### src/rtl/mem_arb_pkg.sv
`default_nettype none
// ============================================================================
// Module      : mem_arb_pkg
// Description : Shared types, constants and helpers for the two-port
//               memory arbiter.
// Revision    : 1.0 - initial release
// ============================================================================
package mem_arb_pkg;

    localparam int NUM_REQ_MAX        = 2;
    localparam int c_REQ_DATA_WIDTH   = 32;

    typedef enum logic [1:0] {
        IDLE   = 2'd0,
        ACCESS = 2'd1,
        RESP   = 2'd2
    } arb_state_t;

    typedef struct packed {
        logic [c_REQ_DATA_WIDTH-1:0] addr;
        logic [c_REQ_DATA_WIDTH-1:0] wdata;
        logic                        we;
    } req_t;

    // Saturating increment for the performance counters.
    function automatic logic [31:0] sat_inc32(input logic [31:0] value);
        return (value == 32'hFFFF_FFFF) ? value : value + 32'd1;
    endfunction

endpackage
`default_nettype wire

### src/rtl/mem_arbiter_rr_picker.sv
`default_nettype none
// ============================================================================
// Module      : rr_picker
// Description : Combinational 2-way round-robin choice; the port after
//               last_grant wins if valid, otherwise the other port.
// Revision    : 1.0 - initial release
// ============================================================================
module rr_picker
    import mem_arb_pkg::*;
(
    input  logic [NUM_REQ_MAX-1:0] req_valid,
    input  logic                   last_grant,
    output logic [NUM_REQ_MAX-1:0] grant,
    output logic                   grant_valid
);

    logic w_pref;
    logic w_other;

    assign w_pref  = ~last_grant;
    assign w_other = last_grant;

    always_comb begin
        grant = '0;
        if (req_valid[w_pref]) begin
            grant[w_pref] = 1'b1;
        end else if (req_valid[w_other]) begin
            grant[w_other] = 1'b1;
        end
    end

    assign grant_valid = |req_valid;

endmodule
`default_nettype wire

### src/rtl/mem_arbiter.sv
`default_nettype none
// ============================================================================
// Module      : mem_arbiter
// Description : Round-robin arbiter sharing one single-port memory between
//               two valid/ready requesters, one transaction in flight.
//               Define MEM_ARB_PERF_EN to add grant/conflict counters.
// Revision    : 1.0 - initial release
// ============================================================================
module mem_arbiter
    import mem_arb_pkg::*;
#(
    parameter int DATA_WIDTH = 32,
    parameter int NUM_REQ    = 2
) (
    input  logic                               clk,
    input  logic                               rst_n,
    input  logic [NUM_REQ-1:0]                 req_valid,
    output logic [NUM_REQ-1:0]                 req_ready,
    input  logic [NUM_REQ-1:0][DATA_WIDTH-1:0] req_addr,
    input  logic [NUM_REQ-1:0][DATA_WIDTH-1:0] req_wdata,
    input  logic [NUM_REQ-1:0]                 req_we,
    output logic [NUM_REQ-1:0]                 rsp_valid,
    input  logic [NUM_REQ-1:0]                 rsp_ready,
    output logic [DATA_WIDTH-1:0]              rsp_rdata,
    output logic [DATA_WIDTH-1:0]              mem_addr,
    output logic [DATA_WIDTH-1:0]              mem_data_in,
    output logic                               mem_write_enable,
    input  logic [DATA_WIDTH-1:0]              mem_data_out
`ifdef MEM_ARB_PERF_EN
    ,
    output logic [31:0]                        perf_grant0,
    output logic [31:0]                        perf_grant1,
    output logic [31:0]                        perf_conflict
`endif
);

    generate
        if (NUM_REQ != NUM_REQ_MAX) begin : g_num_req_check
            $error("mem_arbiter: NUM_REQ must be %0d", NUM_REQ_MAX);
        end
        if (DATA_WIDTH < 1 || DATA_WIDTH > c_REQ_DATA_WIDTH) begin : g_width_check
            $error("mem_arbiter: DATA_WIDTH must be 1..%0d", c_REQ_DATA_WIDTH);
        end
    endgenerate

    arb_state_t              r_state;
    arb_state_t              w_state_nxt;
    req_t                    r_req;
    logic                    r_last_grant;
    logic [DATA_WIDTH-1:0]   r_rsp_rdata;
    logic [NUM_REQ_MAX-1:0]  w_grant;
    logic                    w_grant_valid;
    logic                    w_win_idx;
    logic                    w_handshake;

    rr_picker u_rr_picker (
        .req_valid   (req_valid),
        .last_grant  (r_last_grant),
        .grant       (w_grant),
        .grant_valid (w_grant_valid)
    );

    assign w_win_idx = w_grant[1];

    always_ff @(posedge clk or negedge rst_n) begin
        if (!rst_n) begin
            r_state <= IDLE;
        end else begin
            r_state <= w_state_nxt;
        end
    end

    always_comb begin
        w_state_nxt      = r_state;
        w_handshake      = 1'b0;
        req_ready        = '0;
        rsp_valid        = '0;
        mem_write_enable = 1'b0;
        case (r_state)
            IDLE: begin
                // Qualified by rst_n so req_ready stays low while reset is held.
                req_ready   = rst_n ? w_grant : '0;
                w_handshake = w_grant_valid;
                if (w_grant_valid) begin
                    w_state_nxt = ACCESS;
                end
            end
            ACCESS: begin
                mem_write_enable = r_req.we;
                w_state_nxt      = RESP;
            end
            RESP: begin
                rsp_valid[r_last_grant] = 1'b1;
                if (rsp_ready[r_last_grant]) begin
                    w_state_nxt = IDLE;
                end
            end
            default: begin
                w_state_nxt = IDLE;
            end
        endcase
    end

    // The latches only change on a grant, so mem_addr/mem_data_in naturally
    // hold their last value outside ACCESS.
    always_ff @(posedge clk or negedge rst_n) begin
        if (!rst_n) begin
            r_req        <= '0;
            r_last_grant <= 1'b1;
            r_rsp_rdata  <= '0;
        end else begin
            if (w_handshake) begin
                r_req.addr   <= c_REQ_DATA_WIDTH'(req_addr[w_win_idx]);
                r_req.wdata  <= c_REQ_DATA_WIDTH'(req_wdata[w_win_idx]);
                r_req.we     <= req_we[w_win_idx];
                r_last_grant <= w_win_idx;
            end
            if (r_state == ACCESS) begin
                r_rsp_rdata <= r_req.we ? '0 : mem_data_out;
            end
        end
    end

    assign rsp_rdata   = r_rsp_rdata;
    assign mem_addr    = r_req.addr[DATA_WIDTH-1:0];
    assign mem_data_in = r_req.wdata[DATA_WIDTH-1:0];

`ifdef MEM_ARB_PERF_EN
    logic [31:0] r_perf_grant0;
    logic [31:0] r_perf_grant1;
    logic [31:0] r_perf_conflict;

    always_ff @(posedge clk or negedge rst_n) begin
        if (!rst_n) begin
            r_perf_grant0   <= '0;
            r_perf_grant1   <= '0;
            r_perf_conflict <= '0;
        end else if (w_handshake) begin
            if (w_win_idx) begin
                r_perf_grant1 <= sat_inc32(r_perf_grant1);
            end else begin
                r_perf_grant0 <= sat_inc32(r_perf_grant0);
            end
            if (&req_valid) begin
                r_perf_conflict <= sat_inc32(r_perf_conflict);
            end
        end
    end

    assign perf_grant0   = r_perf_grant0;
    assign perf_grant1   = r_perf_grant1;
    assign perf_conflict = r_perf_conflict;
`endif

endmodule
`default_nettype wire

### config.mk
export PLATFORM = sky130hd
export DESIGN_NAME = mem_arbiter
export DESIGN_NICKNAME = d
export VERILOG_FILES = /design/src/rtl/mem_arb_pkg.sv /design/src/rtl/mem_arbiter_rr_picker.sv /design/src/rtl/mem_arbiter.sv
export SDC_FILE = /design/constraint.sdc
export NUM_CORES = 1
export LEC_CHECK = 0
export CAP_MARGIN = 20
export CORE_MARGIN = 3
export CORE_UTILIZATION = 38
export CTS_BUF_LIST = sky130_fd_sc_hd__clkbuf_16
export CTS_CLUSTER_DIAMETER = 60
export DETAILED_ROUTE_END_ITERATION = 10
export DONT_BUFFER_PORTS = 1
export MAX_ROUTING_LAYER = met4
export PLACE_DENSITY = 0.56
export RECOVER_POWER = 50
export SLEW_MARGIN = 10
export SYNTH_ARGS = -nofsm -noshare
export SYNTH_HDL_FRONTEND = slang
export SYNTH_SLANG_ARGS = --single-unit
### constraint.sdc
create_clock -name clk -period 4 [get_ports clk]
set_input_delay 0.8 -clock clk [delete_from_list [all_inputs] [get_ports clk]]
set_output_delay 0.8 -clock clk [all_outputs]
set_load 0.05 [all_outputs]
Yosys cells after proc, flatten, opt, wreduce, memory -nomap -nowiden
Index checks and enable logic that the tools add are counted.
Widths: inputs -> output; s select.
{"block": "classes", "reduce_logical": 5, "muxes": 27, "n_eq_ne": 4, "bitwise": 1, "n_lt_le_gt_ge": 5}
{"operator": "$mux 32", "count": 5}
{"operator": "$mux 2", "count": 7}
{"operator": "$mux 1", "count": 12}
{"operator": "$lt 1x2->1 const B", "count": 3}
{"operator": "$pmux 2 s3", "count": 1}
{"operator": "$ne 2x2->1 const B", "count": 2}
{"operator": "$demux 1 s1", "count": 2}
{"operator": "$eq 2x1->1 const B", "count": 1}
{"operator": "$eq 2x2->1 const B", "count": 1}
{"operator": "$ge 1x1->1 const B", "count": 2}
{"operator": "$logic_and 1x1->1", "count": 2}
{"operator": "$logic_not 2->1", "count": 1}
{"operator": "$reduce_and 2->1", "count": 1}
{"operator": "$reduce_or 2->1", "count": 1}
{"operator": "$not 1->1", "count": 1}
{"block": "word_totals", "register_bits": 100, "input_bits": 168, "word_cells": 48, "out_inout_bits": 101}

Longest topological paths before layout
{"block": "logic_depth", "ltp_word": 8, "mapped_depth": 5, "ltp_nobuf": 3}

Cells and area by module
Synthesis repeated with hierarchy kept, for this count alone.
{"block": "unflattened", "hier_cells": 396, "area_unflattened_um2": 5277.6}
{"mod": "mem_arbiter", "instances": 1, "area_per_inst_um2": 5252.5, "cells_per_inst": 392, "seq_area_each_um2": 2503.7}
{"mod": "rr_picker", "instances": 1, "area_per_inst_um2": 25.0, "cells_per_inst": 4, "seq_area_each_um2": 0.0}

Worst setup path before layout
Ideal clock, no wire load.
{"block": "synth_timing", "path_kind": "input-to-output", "from": "in rst_n", "to": "out req_ready[0]", "required_time_ps": 3200, "path_buffers": 0, "setup_slack_ps": 1151, "arrival_time_ps": 2049, "cell_stages": 2, "cell_sequence": "nand2_1 > a211oi_1"}
{"block": "synth_via", "elab_chain_cells": 2}
{"item": "start, declared", "line": "mem_arbiter.sv:16", "text": "input logic rst_n,"}
{"item": "$mux 2", "line": "mem_arbiter.sv:82", "text": "req_ready = rst_n ? w_grant : '0;"}
{"item": "$mux 2", "line": "mem_arbiter.sv:79", "text": "case (r_state)"}
{"item": "end, declared", "line": "mem_arbiter.sv:18", "text": "output logic [NUM_REQ-1:0] req_ready,"}
No other way between the ends.

Worst setup path in the final report
{"block": "layout_timing", "from": "reg r_last_grant", "to": "out req_ready[1]"}
{"block": "layout_via", "elab_chain_cells": 8, "word_cells_on_any_way": 19, "cone_classes": "order compare: 4; mux: 12; bitwise: 1; reduce/logical: 2"}
{"item": "start, declared", "line": "mem_arbiter.sv:49", "text": "logic r_last_grant;"}
{"item": "start signal, assigned", "line": "mem_arbiter.sv:116", "text": "r_last_grant <= w_win_idx;"}
{"item": "$lt 1x2->1 (implied by the code), or another cell as far along", "line": "mem_arbiter_rr_picker.sv:28", "text": "grant[w_other] = 1'b1;"}
{"item": "$logic_and 1x1->1 (implied by the code), or another cell as far along", "line": "mem_arbiter_rr_picker.sv:28"}
{"item": "$mux 1 (implied by the code) or $logic_and 1x1->1 (tied branches)", "line": "mem_arbiter_rr_picker.sv:28, mem_arbiter_rr_picker.sv:26"}
{"item": "$demux 1 s1 or $mux 1 (tied branches)", "line": "mem_arbiter_rr_picker.sv:28, mem_arbiter_rr_picker.sv:26"}
{"item": "$mux 2 or $demux 1 s1 (tied branches)"}
{"item": "$mux 2 *", "line": "mem_arbiter_rr_picker.sv:25", "text": "if (req_valid[w_pref]) begin"}
{"item": "$mux 2 *", "line": "mem_arbiter.sv:82"}
{"item": "$mux 2 *", "line": "mem_arbiter.sv:79"}
Every way passes the cells marked *; elsewhere a longest branch is shown, timed or not. The select of a mux whose other input is x is not followed.

==> flow_metrics.env <==
export IMPL_status="complete, but fails checks"
export IMPL_synth_seq_area_share_pct=47.62
export IMPL_rows=42
export IMPL_netlist_area_um2=5258
export IMPL_vdd_drop_max_v=0.0003907
export IMPL_dp_cells=525
export IMPL_place_ws_ns=1.368
export IMPL_hold_path_class="primary input to async pin"
export IMPL_worstPathArrival_ns=1.92
export IMPL_hold_ws_ns=0.1518
export IMPL_holdBufCountCts=0
export IMPL_firstDrtPassIters=4
export IMPL_area_growth_pct=0.09525
export IMPL_crit_path_start="r_last_grant"
export IMPL_cts_sinks=100
export IMPL_p_per_area_nw_per_um2=1083
export IMPL_via_count=2669
export IMPL_setup_tns_final_ns=0
export IMPL_required_ns=3.20
export IMPL_clk_pin_slew_ns=0.06
export IMPL_p_leak_nw=2.338
export IMPL_critical_path_class="flip-flop to primary output"
export IMPL_routabilityCongestion=0.7234
export IMPL_drive_gt1_share_pct=42.19
export IMPL_avgRoutedWirePerCell_um=18.44
export IMPL_clock_skew_ns=0.005330
export IMPL_die_h_um=123.6
export IMPL_synth_top_area_cell="dfrtp_1"
export IMPL_synthCells=431
export IMPL_io_buffers=0
export IMPL_num_io_pins=269
export IMPL_place_detailed_hpwl_mm=7.449
export IMPL_regToRegEndpoint="mem_data_in[27]"
export IMPL_r2r_setup_slack_ns=1.46
export IMPL_synthTopCellsByArea="dfrtp_1 (47%), mux2_2 (18%), mux2_4 (13%)"
export IMPL_drtIter0Drc=109
export IMPL_slew_violations=68
export IMPL_tritoncts="built"
export IMPL_cts_setup_buffers=0
export IMPL_ys_warn_count=0
export IMPL_grt_antenna_before_repair=1
export IMPL_grt_pass1_wl_mm=14.50
export IMPL_finalCritPeriodShare_pct=67.99
export IMPL_ys_types=18
export IMPL_rsz0062_at_grt="no"
export IMPL_tightest_slew_ns=1.770
export IMPL_hold_viol_final=0
export IMPL_violations="max-capacitance violations, max-slew violations"
export IMPL_start_util_pct=39.23
export IMPL_rr_worst_depth=3
export IMPL_post_drt_via_cell_ratio=4.924
export IMPL_cts_max_level=3
export IMPL_grt_use_total_pct=12.88
export IMPL_fillers=1304
export IMPL_grt_overflow_total=0
export IMPL_cts_resized=0
export IMPL_setup_viol=0
export IMPL_die_w_um=123.6
export IMPL_end_kind="primary output"
export IMPL_fin_nets=528
export IMPL_slew_limit_headroom_pct=-18.00
export IMPL_drt_antenna_violating_nets=0
export IMPL_drc=0
export IMPL_syn_area_per_cell_um2=12.20
export IMPL_fmax_mhz=367.7
export IMPL_clk_insertion_delay_late_ns=0.35
export IMPL_r2r_start="r_state[0]"
export IMPL_synth_nets=599
export IMPL_start_kind="flip-flop"
export IMPL_cts_buffers=9
export IMPL_yosys_area_top_type_share_pct=47.12
export IMPL_cts_buffer_depth=2
export IMPL_synth_seq_cells=100
export IMPL_grt_max_degree=102
export IMPL_core_um2=13400
export IMPL_crit_path_max_fanout=40
export IMPL_setup_ws_ns=1.281
export IMPL_post_route_min_period_ns=2.719
export IMPL_die_area_um2=15280
export IMPL_power_total_mw=5.697
export IMPL_grt_pass1_vias=2728
export IMPL_cap_viol_max_count=1
export IMPL_drt_wl_total_mm=9.995
export IMPL_fin_cells=542
export IMPL_cts_root_buf="clkbuf_16"
-- area by class of cell --
class                   instances  area, µm²  area share (%)
flip-flops and latches        100       2504           47.57
diodes                          1      2.502         0.04755
multi-input cells             240       2140           40.66
inverters                       3      11.26          0.2140
repair buffers                  6      45.04          0.8559
clock inverters                 7      115.1           2.187
clock buffers                   9      225.2           4.280
well taps                     176      220.2           4.184
-- routing by layer --
layer	vias up	part of all wire (%)	GRT usage, %	routed length, µm
met5	-	0	-	0
met2	137	52	20.24	5172
li1	1243	-	-	-
met4	0	2.0	5.882	199
met1	1276	37	14.62	3661
met3	13	9.6	4.859	961
-- per-stage QoR --
stage,util [%],area [µm²]
6_report,39.27,5263
5_1_grt,39.27,5263
4_1_cts,39.30,5266
3_5_place_dp,36.76,4926
3_3_place_gp,36.76,4926
2_1_floorplan,-,5258
-- report_power, final --
group | internal (mW) | switching (mW)
sequential | 1.46 | 1.94
clock | 0.610 | 0.370
combinational | 0.734 | 0.586
-- cells by family after synthesis --
group,Yosys count,share of synthesized area [%]
AO/OA/AOI/OAI,36,3.617
multiplexers,132,31.56
AND/OR/NAND/NOR,72,5.236
flip-flops,100,47.62
buffers and inverters,91,11.97
-- cells in the final DEF (no fill, tap or decap), types with 2 or more instances in the layout --
master      n
o21ai_0    33
mux2i_1     3
bufinv_16   3
buf_4       6
clkbuf_16   9
inv_1       3
nand2_1    65
mux2_4     47
nor2_1      5
dfrtp_1    99
mux2_2     82
clkinv_1    2
-- synth_stat cells (all sizes together) --
library cell / count
nand2: 65
nor2: 5
nand2b: 2
o21a: 1
clkinv: 1
mux2: 129
buf: 78
dfstp: 1
mux2i: 3
a211oi: 1
clkbuf: 10
o21ai: 33
dfrtp: 99
a21bo: 1
inv: 2
-- worst max path at each step --
| stage | depth (start not counted) | slack, ns | endpoint |
|---|---|---|---|
| floorplan | 2 | 1.15 | req_ready[0] |
| global placement | 3 | 1.36 | req_ready[1] |
| detailed placement | 3 | 1.37 | req_ready[1] |
| CTS | 3 | 1.23 | req_ready[1] |
| global route | 3 | 1.14 | req_ready[1] |
| finish | 3 | 1.28 | req_ready[1] |
-- flip-flops by register name, indices dropped and copies added (netlist names) --
| signal | count |
|---|---|
| r_state | 2 |
| r_req | 1 |
| mem_data_in | 32 |
| mem_addr | 32 |
| rsp_rdata | 32 |
| r_last_grant | 1 |
-- critical path: stages, from the launching register on --
cell	delay, ns
dfstp_2	0.58
a21bo_4	0.55
nor2_1	0.20
buf_4	0.25
No activity file was read; power rests on OpenSTA's default activity.
